===== src/rtl/drums_pkg.sv =====
// Shared constants and types for the Drums Hero pad front end.
// Optional 2-FF pad synchronizer is enabled by defining DRUMS_PAD_SYNC_EN.
package drums_pkg;
    localparam int NUM_PADS        = 4;
    localparam int CLK_HZ          = 50_000_000;
    localparam int DEBOUNCE_CYCLES = CLK_HZ / 1000;

    typedef logic [NUM_PADS-1:0] pad_vec_t;
endpackage


===== src/rtl/pad_debounce_channel.sv =====
// One pad channel: optional 2-FF synchronizer, stability counter, stable level register.
// DRUMS_PAD_SYNC_EN selects the synchronized sample; otherwise the raw input is compared directly.
module pad_debounce_channel
    import drums_pkg::*;
#(
    parameter int STABLE_CYCLES = DEBOUNCE_CYCLES,
    parameter int CNT_W         = $clog2(STABLE_CYCLES + 1)
) (
    input  logic Clock,
    input  logic Reset_n,
    input  logic i_raw,
    output logic o_level,
    output logic o_level_next
);
    localparam logic [CNT_W-1:0] CNT_LAST = CNT_W'(STABLE_CYCLES - 1);

    logic             w_sample;
    logic             w_level_next;
    logic [CNT_W-1:0] w_cnt_next;
    logic             r_level;
    logic [CNT_W-1:0] r_cnt;

`ifdef DRUMS_PAD_SYNC_EN
    logic r_s0;
    logic r_s1;

    always_ff @(posedge Clock or negedge Reset_n) begin
        if (!Reset_n) begin
            r_s0 <= 1'b0;
            r_s1 <= 1'b0;
        end else begin
            r_s0 <= i_raw;
            r_s1 <= r_s0;
        end
    end

    assign w_sample = r_s1;
`else
    assign w_sample = i_raw;
`endif

    // Any sample that matches the accepted level clears progress, so bounces never accumulate.
    always_comb begin
        w_level_next = r_level;
        w_cnt_next   = r_cnt;
        if (w_sample == r_level) begin
            w_cnt_next = '0;
        end else if (r_cnt == CNT_LAST) begin
            w_level_next = w_sample;
            w_cnt_next   = '0;
        end else begin
            w_cnt_next = r_cnt + CNT_W'(1);
        end
    end

    always_ff @(posedge Clock or negedge Reset_n) begin
        if (!Reset_n) begin
            r_level <= 1'b0;
            r_cnt   <= '0;
        end else begin
            r_level <= w_level_next;
            r_cnt   <= w_cnt_next;
        end
    end

    assign o_level      = r_level;
    assign o_level_next = w_level_next;
endmodule


===== src/rtl/drum_pad_debouncer.sv =====
// Multi-channel pad synchronizer/debouncer with a registered any-pad-pressed flag.
// Define DRUMS_PAD_SYNC_EN for asynchronous pad inputs (adds the 2-FF synchronizer).
module drum_pad_debouncer
    import drums_pkg::*;
#(
    parameter int CHANNELS      = NUM_PADS,
    parameter int STABLE_CYCLES = DEBOUNCE_CYCLES
) (
    input  logic                Clock,
    input  logic                Reset_n,
    input  logic [CHANNELS-1:0] PadRaw,
    output logic [CHANNELS-1:0] PadLevel,
    output logic                PadAny
);
    localparam int CNT_W = $clog2(STABLE_CYCLES + 1);

    logic [CHANNELS-1:0] w_level;
    logic [CHANNELS-1:0] w_level_next;
    logic                r_pad_any;

    for (genvar gi = 0; gi < CHANNELS; gi++) begin : g_chan
        pad_debounce_channel #(
            .STABLE_CYCLES (STABLE_CYCLES),
            .CNT_W         (CNT_W)
        ) u_chan (
            .Clock        (Clock),
            .Reset_n      (Reset_n),
            .i_raw        (PadRaw[gi]),
            .o_level      (w_level[gi]),
            .o_level_next (w_level_next[gi])
        );
    end

    // Built from next-state levels so PadAny moves on the same edge as the causing PadLevel bit.
    always_ff @(posedge Clock or negedge Reset_n) begin
        if (!Reset_n) begin
            r_pad_any <= 1'b0;
        end else begin
            r_pad_any <= |w_level_next;
        end
    end

    assign PadLevel = w_level;
    assign PadAny   = r_pad_any;
endmodule

===== config.mk =====
export PLATFORM = sky130hd
export DESIGN_NAME = drum_pad_debouncer
export DESIGN_NICKNAME = d
export VERILOG_FILES = /design/src/rtl/drums_pkg.sv /design/src/rtl/pad_debounce_channel.sv /design/src/rtl/drum_pad_debouncer.sv
export SDC_FILE = /design/constraint.sdc
export NUM_CORES = 1
export LEC_CHECK = 0
export CAP_MARGIN = 25
export CORE_AREA = 2 2 67 132
export CTS_CLUSTER_SIZE = 14
export DETAILED_ROUTE_END_ITERATION = 8
export DIE_AREA = 0 0 69 134
export GPL_TIMING_DRIVEN = 0
export PLACE_DENSITY_LB_ADDON = 0.08
export SLEW_MARGIN = 20
export SYNTH_ARGS = -nofsm -noshare
export SYNTH_HDL_FRONTEND = slang
export SYNTH_HIERARCHICAL = 1
export SYNTH_SLANG_ARGS = --single-unit

===== constraint.sdc =====
create_clock -name Clock -period 3.3 [get_ports Clock]
set_input_delay 0.66 -clock Clock [delete_from_list [all_inputs] [get_ports Clock]]
set_output_delay 0.66 -clock Clock [all_outputs]
set_load 0.02 [all_outputs]

-- Yosys cells after proc, flatten, opt, wreduce, memory -nomap -nowiden
Index checks and enable logic that the tools add are counted.
- $add $sub $neg: 4
- equal/unequal tests: 8
- multiplexer cells: 16
- reductions and logical operators: 1
- operators with widths (kind ; count):
    $mux 16 ; 8
    $add 16x1->16 const B ; 4
    $eq 16x16->1 const B ; 4
    $mux 1 ; 8
    $eq 1x1->1 ; 4
    $reduce_or 4->1 ; 1
- flip-flop bits (word level): 69
- output and inout bits: 5
- word-level logic and storage cells: 38

-- Longest topological paths before layout
Gate-level depths: netlist (run 1).
- depth in word-level cells: 4
- mapped depth: 6
- gate-level depth less buffers: 5

-- Modules after synthesis
The synthesis (run 1) kept the hierarchy.
- by module, submodules not included (module ; times used ; cells each ; area each (µm²) ; sequential area each (µm²)):
    pad_debounce_channel ; 4 ; 81 ; 887.1 ; 425.4
    drum_pad_debouncer ; 1 ; 2 ; 32.5 ; 25.0

-- Worst setup path after synthesis (run 1)
Ideal clock, no wire load.
- path type: reg-to-reg
- from: register g_chan[1].u_chan.r_cnt[0]
- to: register r_pad_any, in the netlist PadAny
- arrival: 1.800 ns
- data required time: 3.161 ns
- slack: 1.362 ns
- stages on the path, launching flop included: 6
- path buffers: 0
- clock period less this slack: 1.938 ns
- cells stage by stage: dfrtp_1 -> ha_1 -> and3_1 -> nand4_1 -> mux2_2 -> or4_1
- cells in the longest elaborated chain, start to end: 4
- RTL lines (element ; line ; text):
    start: declaration ; pad_debounce_channel.sv:21 ; logic [CNT_W-1:0] r_cnt;
    start signal: assignment ; pad_debounce_channel.sv:62 ; r_cnt <= w_cnt_next;
    $eq 16x16->1 ; pad_debounce_channel.sv:48 ; end else if (r_cnt == CNT_LAST) begin
    $mux 1 ; pad_debounce_channel.sv:48 ;
    $mux 1 ; pad_debounce_channel.sv:46 ; if (w_sample == r_level) begin
    net w_level_next[1] ; drum_pad_debouncer.sv:18 ; logic [CHANNELS-1:0] w_level_next;
    $reduce_or 4->1 ; drum_pad_debouncer.sv:39 ; r_pad_any <= |w_level_next;
    end signal: assignment ; drum_pad_debouncer.sv:39 ;
    end: declaration ; drum_pad_debouncer.sv:19 ; logic r_pad_any;
The timed path passes the listed nets, and every way through them passes these cells.

-- Worst setup path after layout (run 1)
- from: register g_chan[0].u_chan.r_cnt[4]
- to: register r_pad_any, in the netlist PadAny
- cells in the longest elaborated chain, start to end: 4
- RTL lines (element ; line):
    start: declaration ; pad_debounce_channel.sv:21
    start signal: assignment ; pad_debounce_channel.sv:62
    $eq 16x16->1 ; pad_debounce_channel.sv:48
    $mux 1 ; pad_debounce_channel.sv:48
    $mux 1 ; pad_debounce_channel.sv:46
    net w_level_next[0] ; drum_pad_debouncer.sv:18
    $reduce_or 4->1 ; drum_pad_debouncer.sv:39
The timed path passes the listed nets, and every way through them passes these cells.

==> results.toml, run 1 <==
[setup_path]
critical_path_class = "flop to flop"
cp_slowest_cell = "or4_1"
cp_data_arrival_time_ns = 2.29
end_kind = "flop"
cp_max_fo = 5
cp_num_buf_inv = 0
critPathLaunchType = "flop"
max_stage_delay_ns = 0.51
cp.required_ns = 3.50
path_cells = "nor4b_1 -> nand4_1 -> mux2_2 -> or4_1"
cp_top_family = "simple AND/OR/NAND/NOR gates"

[die]
coreArea_um2 = 8230
fp.dieW_um = 69
fp.dieH_um = 134
num_rows = 47
dieArea_um2 = 9250
io_pins = 11
start_util_pct = 43.5

[clock_tree]
cts_sinks = 69
cts_tree = "built"
numCtsBuffers = 9
clk_pin_slew_worst_paths_ns = 0.05
cts_setup_buffers = 0
clk_latency_ns = 0.33
cts_max_level = 3
cts.repair.resized = 0
cts-root-buf = "clkbuf_16"
cts_hold_buffers = 0
cts_buffer_depth = 2

[sta]
finalMaxSlewViolations = 0
slew_headroom_pct = 69.0
max_slew.worst_pin.slew_ns = 0.465
rsz0062_at_grt = "no"
fmax_ghz = 0.479
report.final.setup_viol = 0
finalClockSkew_ns = 0.00612
hold_viol = 0
min_period_over_period_pct = 63.3
hold_ws_ns = 0.281
fin_crit_ns = 2.09

[power]
p_comb_share_pct = 5.7
power_density_nw_per_um2 = 512
p_switching_w = 0.000450
vdd_drop_max_v = 0.000297
clockPowerShare_pct = 51.9
p_int_w = 0.00168
p_leak_nw = 1.63
seqPwrFrac_pct = 42.4
power_w = 0.00213
p_sw_share_pct = 21.1

[yosys]
ys_ff_latch = 69
syn_avg_cell_area_um2 = 11.0
synth_edf_count = 0
yosysMostFrequentCell = "dfrtp_1"
async_flop_share_pct = 100
synth_cell_types = 22
synth.largest_area_cell = "dfrtp_1"
synthFlopType = "dfrtp_1"
synth-warning-count = 6
syn_area_um2 = 3580
syn_inst = 326
ys_seq_area_share_pct = 48.2
synth_top_cell_area_share_pct = 48.2
syn_nets = 336
ys_top_cells_by_count = "69 x dfrtp_1, 56 x nor2_1, 48 x xnor2_1, 20 x nand3_1"
synthTopCellsByArea = "dfrtp_1 48%, xnor2_1 12%, nor2_1 5.9%"

[hold_path]
min_path_type = "input port to asynchronous set/reset pin"

[final_layout]
area_delta_synth_final_pct = 16.2
drive_above_1_share_pct = 19.3
antenna_cells = 0
fillers = 766
final_nets = 358

[grt]
antenna_found_initial = 0
grt_max_degree = 36
grt_pass1_vias = 2645
grt_overflow = 0
grtUsageTotal_pct = 16.8
grt_pass1_wl_um = 12400

[placed_design]
portBuffers = 10
hpwl_um = 4680
place_congestion = 0.776

[detailed_routing]
dr.pass1.iters = 4
drc = 0
ant_nets = 0
routed_via_density = 5.23
wl_per_cell_um = 14.9
wirelength_um = 6700
vias = 2357
drt_iter0_drc = 90

[run]
drv_cap = 0

[status]
status = "finished, final reports clean"
[area by class of cell]
| type | instances | area, um^2 | area share, % |
|---|---|---|---|
| clock buffers | 12 | 246 | 5.92 |
| repair buffers | 11 | 118 | 2.83 |
| multi-input cells | 241 | 1760 | 42.4 |
| well taps | 98 | 123 | 2.95 |
| plain buffers | 4 | 45.0 | 1.08 |
| flip-flops and latches | 69 | 1730 | 41.5 |
| inverters | 12 | 45.0 | 1.08 |
| clock inverters | 4 | 95.1 | 2.28 |
[placed cells by master (no fill, tap or decap), drive strengths merged]
cell type | synthesis | final
xor2 | 12 | 12
bufinv | 0 | 3
nor4 | 16 | 16
mux2 | 4 | 4
nor3 | 16 | 16
and4b | 4 | 4
buf | 4 | 6
ha | 4 | 4
clkdlybuf4s50 | 0 | 9
nor4b | 8 | 8
xnor2 | 48 | 48
nand3 | 24 | 24
nor2 | 68 | 68
dfrtp | 69 | 69
or4 | 1 | 1
nand4 | 16 | 16
and3 | 8 | 8
inv | 12 | 12
clkbuf | 0 | 12
nand2 | 12 | 12
clkinv | 0 | 1
[logic make-up after synthesis]
family	count (synthesis)	share of synthesized area (%)
DFF	69	48.2
xor gates and xnor gates	60	14.7
buffers and inverters	16	2.52
and+or+nand+nor	173	31.9
adders and majority gates	4	1.40
muxes	4	1.26
[layer usage]
layer  vias up  share of wire [%]  GRT usage [%]
met5         -                  0              0
met4         0                2.2           8.61
met3        11                2.5           3.98
met2        29                 53           29.1
met1      1154                 42           19.0
li1       1163                  -              -
[registers in the layout, summed over array words and instances, names as in the netlist]
name,count
PadAny,1
g_chan.u_chan/o_level,4
g_chan.u_chan/r_cnt,64
[power by group through the flow]
| stage | clock (W) | sequential, W | combinational (W) |
|---|---|---|---|
| CTS | 0.00115 | 0.000903 | 0.000125 |
| global placement | 0 | 0.000918 | 0.000122 |
| finish | 0.00111 | 0.000904 | 0.000120 |
| floorplan | 0 | 0.000917 | 0.0000698 |
| global route | 0.00118 | 0.000909 | 0.000141 |
| detailed placement | 0 | 0.000918 | 0.000123 |
[through the flow]
stage	std cells	instance area, um^2	worst slack (ns)	utilization, %	TNS, ns
4_1_cts	451	4160	1.19	50.6	0
5_1_grt	451	4160	1.09	50.6	0
3_5_place_dp	435	3820	1.20	46.4	0
2_1_floorplan	326	3580	1.36	-	0
3_3_place_gp	434	3800	-0.925	46.2	-63.46
6_report	451	4160	1.21	50.6	0
[path summary, 6_finish.rpt]
check                                          startpoint                    endpoint  slack [ns]  cells after the start
worst min register to register  g_chan[2].u_chan/r_cnt[0]   g_chan[2].u_chan/r_cnt[0]        0.50                      1
worst max-delay path            g_chan[0].u_chan/r_cnt[4]                      PadAny        1.21                      4
max in group asynchronous                         Reset_n   g_chan[0].u_chan/r_cnt[9]        2.47                      2
worst max register to register  g_chan[0].u_chan/r_cnt[4]                      PadAny        1.21                      4
min in group Clock              g_chan[2].u_chan/r_cnt[0]   g_chan[2].u_chan/r_cnt[0]        0.50                      1
worst min-delay path                              Reset_n  g_chan[3].u_chan/r_cnt[15]        0.28                      1
No activity file was read; power rests on OpenSTA's default activity.
==> inputs of run 2 (changes only) <==
==> constraint.sdc (replaced) <==
create_clock -name Clock -period 1.9 [get_ports Clock]
set_input_delay 0.38 -clock Clock [delete_from_list [all_inputs] [get_ports Clock]]
set_output_delay 0.38 -clock Clock [all_outputs]
set_load 0.02 [all_outputs]
==> results.toml, run 2 (synthesis results as in run 1) <==
[final_layout]
drive_above_1_share_pct = 33.9
final_cell_mix = "56 x dfrtp_1, 56 x nor2_1, 48 x xnor2_1, 34 x buf_4, 20 x nand3_1"
final_nets = 392
area_delta_synth_final_pct = 25.7
largest_reg_flops = 64
antenna_cells = 0
fillers = 750
finish.utilization_pct = 54.7
regArea_um2 = 1740
multi_input_area_um2 = 1850
fin_cells = 485
regMostFlops = "g_chan.u_chan/r_cnt"

[detailed_routing]
drt_iter0_drc = 106
wl_per_cell_um = 15.1
dr.pass1.iters = 4
wirelength_um = 7310
ant_nets = 0
routed_via_density = 5.22
drc = 0
vias = 2531

[die]
start_util_pct = 43.5
io_pins = 11
coreArea_um2 = 8230
dieArea_um2 = 9250
fp.dieH_um = 134
num_rows = 47
fp.dieW_um = 69

[hold_path]
min_path_type = "flop to flop"
min_path_cells = 1

[status]
status = "finished with violations"
violations = "negative setup slack"

[setup_path]
critPathLaunchType = "flop"
cp_max_fo = 6
critical_path_class = "flop to flop"
end_kind = "flop"
cp_data_arrival_time_ns = 2.12
cp.required_ns = 2.09
ff2ff_path_depth = 4

[clock_tree]
numCtsBuffers = 9
cts_buffer_depth = 2
cts-root-buf = "clkbuf_16"
cts_sinks = 69
cts_tree = "built"
clk_pin_slew_worst_paths_ns = 0.06
cts_max_level = 3
clk_latency_ns = 0.33

[power]
power_density_nw_per_um2 = 791
vdd_drop_max_v = 0.000480
p_leak_nw = 1.80
power_w = 0.00356

[grt]
grt_pass1_wl_um = 12800
antenna_found_initial = 0
grtUsageTotal_pct = 17.3
grt_max_degree = 45
grt_overflow = 0
grt_pass1_vias = 2608

[sta]
slew_headroom_pct = 75.2
worst_slack_ns = -0.0285
fmax_ghz = 0.519
max_slew.worst_pin.slew_ns = 0.372
finalClockSkew_ns = 0.00432
min_period_over_period_pct = 102
report.final.setup_viol = 1
finalSetupTns_ns = -0.0285
fin_crit_ns = 1.93
hold_ws_ns = 0.500
rsz0062_at_grt = "yes"
finalMaxSlewViolations = 0
hold_viol = 0

[run]
drv_cap = 0

[placed_design]
dpl.cell_count = 435
portBuffers = 10
hpwl_um = 4920
place_congestion = 0.767
==> run 2: path summary, 6_finish.rpt <==
path	startpoint	end	slack [ns]
min in group asynchronous	Reset_n	g_chan[3].u_chan/r_cnt[1]	0.51
max in group asynchronous	Reset_n	g_chan[0].u_chan/r_cnt[11]	0.84
hold reg to reg	g_chan[2].u_chan/r_cnt[0]	g_chan[2].u_chan/r_cnt[0]	0.50
hold / removal	g_chan[2].u_chan/r_cnt[0]	g_chan[2].u_chan/r_cnt[0]	0.50
setup reg to reg	g_chan[1].u_chan/r_cnt[7]	PadAny	-0.03
setup / recovery	g_chan[1].u_chan/r_cnt[7]	PadAny	-0.03
==> run 2: metal layers <==
layer	vias to the layer above	GRT usage [%]	part of all wire, %
met4	0	6.86	1.5
met5	-	0	0
met2	16	31.3	56
met3	7	2.93	1.7
met1	1267	20.0	41
li1	1241	-	-
==> run 2: layout make-up <==
cell class | instances | share of cell area [%]
Timing Repair Buffer | 45 | 8.51
Clock buffer | 12 | 5.92
Tap cell | 98 | 2.72
Clock inverter | 4 | 1.00
Inverter | 12 | 1.00
Buffer | 4 | 1.00
Sequential cell | 69 | 38.7
Multi-Input combinational cell | 241 | 41.1
==> run 2: critical path, cell delays in order, from the launching register on <==
cell and delay (ns):
dfrtp_1 0.46, and4b_1 0.27, nand4_1 0.18, mux2_4 0.35, or4_1 0.53
==> run 2: power by group <==
| group | total [W] | switching (W) | internal [W] |
|---|---|---|---|
| Sequential | 0.00156 | 0.0000431 | 0.00152 |
| Combinational | 0.000285 | 0.000150 | 0.000135 |
| Clock | 0.00171 | 0.000598 | 0.00112 |
==> run 2: timing repair <==
item / CTS / global route
setup endpoints to repair: 1 / 1
hold buffers: 1 / 0
resized for setup: 23 / 5
buffers inserted: 21 / 12
endpoints found under the hold margin: 25 / 0
pin swaps: 6 / 9
==> run 2: stage by stage <==
step	cell area, um^2	worst slack, ns
finish	4500	-0.0285
global placement	3810	-2.01
detailed placement	3840	-0.196
CTS	4400	-0.0787
global route	4500	-0.112
floorplan	3590	0.0123
